## config.mk

```make
export PLATFORM = sky130hd
export DESIGN_NAME = demux2_32_reg
export DESIGN_NICKNAME = d
export VERILOG_FILES = /design/src/rtl/demux2_32_reg.sv
export SDC_FILE = /design/constraint.sdc
export NUM_CORES = 1
export LEC_CHECK = 0
export CAP_MARGIN = 20
export CORE_ASPECT_RATIO = 0.5
export CORE_MARGIN = 2
export CORE_UTILIZATION = 38
export DETAILED_ROUTE_END_ITERATION = 10
export MAX_ROUTING_LAYER = met4
export PLACE_DENSITY_LB_ADDON = 0.08
export SETUP_SLACK_MARGIN = 0.1
export SLEW_MARGIN = 10
export SYNTH_ARGS = -nofsm -noshare
export SYNTH_HDL_FRONTEND = slang
export SYNTH_SLANG_ARGS = --single-unit
```

## constraint.sdc

```tcl
create_clock -name clock -period 2.27 [get_ports clock]
set_clock_uncertainty 0.1 [all_clocks]
set_input_delay 0.5675 -clock clock [delete_from_list [all_inputs] [get_ports clock]]
set_output_delay 0.5675 -clock clock [all_outputs]
set_load 0.01 [all_outputs]
```

## src/rtl/demux2_32_reg.sv

```systemverilog
// Registered 1-to-2 demultiplexer with a valid/ready handshake and one holding register per channel.
// Define DEMUX2_32_REG_COUNT_EN to add per-channel 8-bit output-transfer counters (count_a, count_b).
module demux2_32_reg #(
   parameter int WIDTH = 32
) (
   input  logic             clock,
   input  logic             reset,
   input  logic             in_valid,
   output logic             in_ready,
   input  logic [WIDTH-1:0] in_data,
   input  logic             select,
   output logic             out_a_valid,
   input  logic             out_a_ready,
   output logic [WIDTH-1:0] out_a,
   output logic             out_b_valid,
   input  logic             out_b_ready,
   output logic [WIDTH-1:0] out_b
`ifdef DEMUX2_32_REG_COUNT_EN
   ,
   output logic [7:0]       count_a,
   output logic [7:0]       count_b
`endif
);

   logic in_fire;
   logic load_a;
   logic load_b;
   logic drain_a;
   logic drain_b;

   // Readiness looks only at the selected channel, so a stall on the other never blocks this one.
   always_comb begin
      in_ready = select ? (!out_b_valid || out_b_ready)
                        : (!out_a_valid || out_a_ready);
      in_fire  = in_valid && in_ready;
      load_a   = in_fire && !select;
      load_b   = in_fire && select;
      drain_a  = out_a_valid && out_a_ready;
      drain_b  = out_b_valid && out_b_ready;
   end

   always_ff @(posedge clock or posedge reset) begin
      if (reset) begin
         out_a_valid <= 1'b0;
         out_a       <= '0;
      end else if (load_a) begin
         out_a_valid <= 1'b1;
         out_a       <= in_data;
      end else if (drain_a) begin
         out_a_valid <= 1'b0;
      end
   end

   always_ff @(posedge clock or posedge reset) begin
      if (reset) begin
         out_b_valid <= 1'b0;
         out_b       <= '0;
      end else if (load_b) begin
         out_b_valid <= 1'b1;
         out_b       <= in_data;
      end else if (drain_b) begin
         out_b_valid <= 1'b0;
      end
   end

`ifdef DEMUX2_32_REG_COUNT_EN
   // Counters wrap naturally at 8 bits.
   always_ff @(posedge clock or posedge reset) begin
      if (reset) begin
         count_a <= 8'd0;
         count_b <= 8'd0;
      end else begin
         if (drain_a) begin
            count_a <= count_a + 8'd1;
         end
         if (drain_b) begin
            count_b <= count_b + 8'd1;
         end
      end
   end
`endif

endmodule

```

==> qor.csv <==
metric;value;unit
asr flop ratio synth;100;%
total CTS buffers;9;
worst-margin pin slew;304;ps
Post-Synth Adder-Cell Area;0;%
pin count of the biggest net entering global routing;59;
die area;7350;µm²
Design Area, Final;3990;µm²
worst hold path type;reg -> reg;
total wire length;5.39;mm
Worst setup EP type;output port;
clk root buf;clkbuf_16;
unrepaired setup endpoints after global routing;false;
Post-CTS Setup Bufs;0;
Placer Congestion;0.712;
most frequent cell after synthesis;dfrtp_1;
final count of pins violating max slew;0;
CORE AREA;6230;µm²
Yosys top cell area share;65.4;%
Peak supply drop;461;µV
layout cells sized above 1;33.3;%
clk_lat worst skew;320;ps
fin util;64.0;%
WHS Endpoint;out_b[8];
register area share after synthesis;65.4;%
Static Leakage;1.66;nW
Startpoint Class;primary input;
leading area contributor after synthesis;dfrtp_1;
total power;3.63;mW
Post-synth EDFFs;0;
number of I/O pins;105;
initial detailed-routing violation count;45;
residual DRC count;0;
Die H;61.6;µm
CP max FO;2;
period utilization;93.0;%
Post-synth top cells;dfrtp_1 (66), mux2_2 (62), buf_6 (4);
dpl hpwl;3.80;mm
total gr overflow;0;
total track usage;17.0;%
post-synthesis mux area share;28.6;%
drt pass-1 iters;4;
Syn Area/Cell;17.2;µm²
reg-to-reg startpoint;out_b_valid;
Routed Antenna Nets;0;
Hold Path Origin;out_b[8];
IO Port Bufs;104;
number of max-cap violations;0;
prevailing post-synth register cell;dfrtp_1;
fin crit period;2110;ps
H-tree Lvls;3;
CP Class;in -> out;
Area contributors post-synth;dfrtp_1 (65%), mux2_2 (28%), buf_6 (1.8%), clkbuf_8 (1.1%), mux2_1 (0.89%);
XOR/XNOR share of the synthesized area;0;%
r2r setup slk;630;ps
die width;119;µm
r2r endpoint;out_b[22];
simple-gate portion of the synthesized area;2.43;%
sum of negative setup slack;0;ps
FP Rows;20;
Synth warnings;0;
Post-Synthesis Cell Area;2520;µm²
Routed WL per cell;15.1;µm
PwrDens;909;nW/µm²
Clock Sinks;66;
clock slew at reported path FFs;50;ps
via count;1615;
post-synth cell types;15;
Post-Synthesis Cells;147;
Max Clock Freq;474;MHz
Slew HR;79.7;%
syn_nets;185;
clk buf depth;2;
Nets;303;
TritonCTS clock tree;built;
Synth Area in Compound Gates;0.397;%
fin worst setup slack;159;ps
first-pass GRT wire length;8.78;mm
vias per cell;4.51;
vias in the first global route;1733;
Area Growth Syn to Fin;58.1;%
cell depth of the worst hold path;1;
FF-to-FF path depth;5;
status;completed;
initial antenna violation count;0;
endpoints failing setup;0;
Initial Util;40.5;%
Placed Area;3720;µm²
Critical Path RT;1600;ps
Setup WS pre-CTS;-315;ps
synthesized flop and latch total;66;
ant diodes;0;
Crit path arrival time;1440;ps
count of final hold-check violations;0;
largest family of logic cells by synthesized area;multiplexers;
[metrics by stage]
stage / instances / hold WS (ps)
floorplan: 147 / 429
global placement: 342 / 367
detailed placement: 342 / 380
CTS: 358 / 391
global route: 358 / 398
finish: 358 / 386
[critical path, cell delays in order]
cell	delay, ps
clkdlybuf4s50_1	390
nand2b_2	180
nor2_1	120
a21oi_2	40
buf_2	140
[kinds of logic (layout without fill, tap and decap cells)]
kind of cell	after synthesis	in the layout
DFF	66	66
muxes	64	64
buffers and inverters	8	131
and+or+nand+nor	7	7
AOI/OAI and AO/OA	2	2
[cell usage in the layout (no fill, tap or decap)]
| cell | n |
|---|---|
| clkinvlp_4 | 1 |
| dlymetal6s2s_1 | 1 |
| clkdlybuf4s50_1 | 102 |
| nor2_1 | 1 |
| mux2_2 | 62 |
| clkbuf_1 | 3 |
| nand2_1 | 1 |
| and2b_1 | 1 |
| or2b_1 | 1 |
| clkinv_2 | 3 |
| nor3b_4 | 1 |
| buf_4 | 5 |
| nor2_4 | 1 |
| mux2_1 | 2 |
| clkbuf_16 | 9 |
| a21oi_2 | 1 |
| buf_2 | 1 |
| clkbuf_8 | 1 |
| inv_1 | 1 |
| nand2b_2 | 1 |
| buf_12 | 4 |
| dfrtp_1 | 66 |
| o21ai_0 | 1 |
[worst max path at each step]
stage                startpoint       end  slack [ps]  cells after the start
floorplan           out_a_ready  out_a[0]         580                      4
global placement    out_b_ready  in_ready        -270                      4
detailed placement  out_b_ready  in_ready        -320                      4
CTS                 out_b_ready  in_ready         110                      4
global route        out_a_ready  in_ready         120                      5
finish              out_a_ready  in_ready         160                      5
[metal layers]
layer  vias up  share of wire, %  track usage [%]
met4         0              0.35             6.12
met2        61                51             28.1
met3         2               6.5             6.85
li1        751                 -                -
met5         -                 0                -
met1       801                43             19.3
[where the power goes]
group / switching [mW] / internal (mW)
clock: 0.449 / 0.762
combinational: 0.321 / 0.599
sequential: 0.106 / 1.39
[sequential cells by signal, summed over array words and instances (netlist names)]
| name | cells |
|---|---|
| out_b_valid | 1 |
| out_b | 32 |
| out_a | 32 |
| out_a_valid | 1 |
[final cells by class]
cell class | count | area (µm²)
well taps | 88 | 110
fillers | 451 | 2240
clock inverters | 3 | 15.0
clock buffers | 13 | 250
flip-flops and latches | 66 | 1650
inverters | 2 | 11.3
multi-input cells | 73 | 796
repair buffers | 113 | 1160
[repair_timing]
action / in CTS / in global routing
hold buffers: 0 / 0
pin swaps: 1 / 1
endpoints found under the setup margin: 1 / 1
gates resized for setup: 4 / 2
Power figures use the tool's default switching activity.
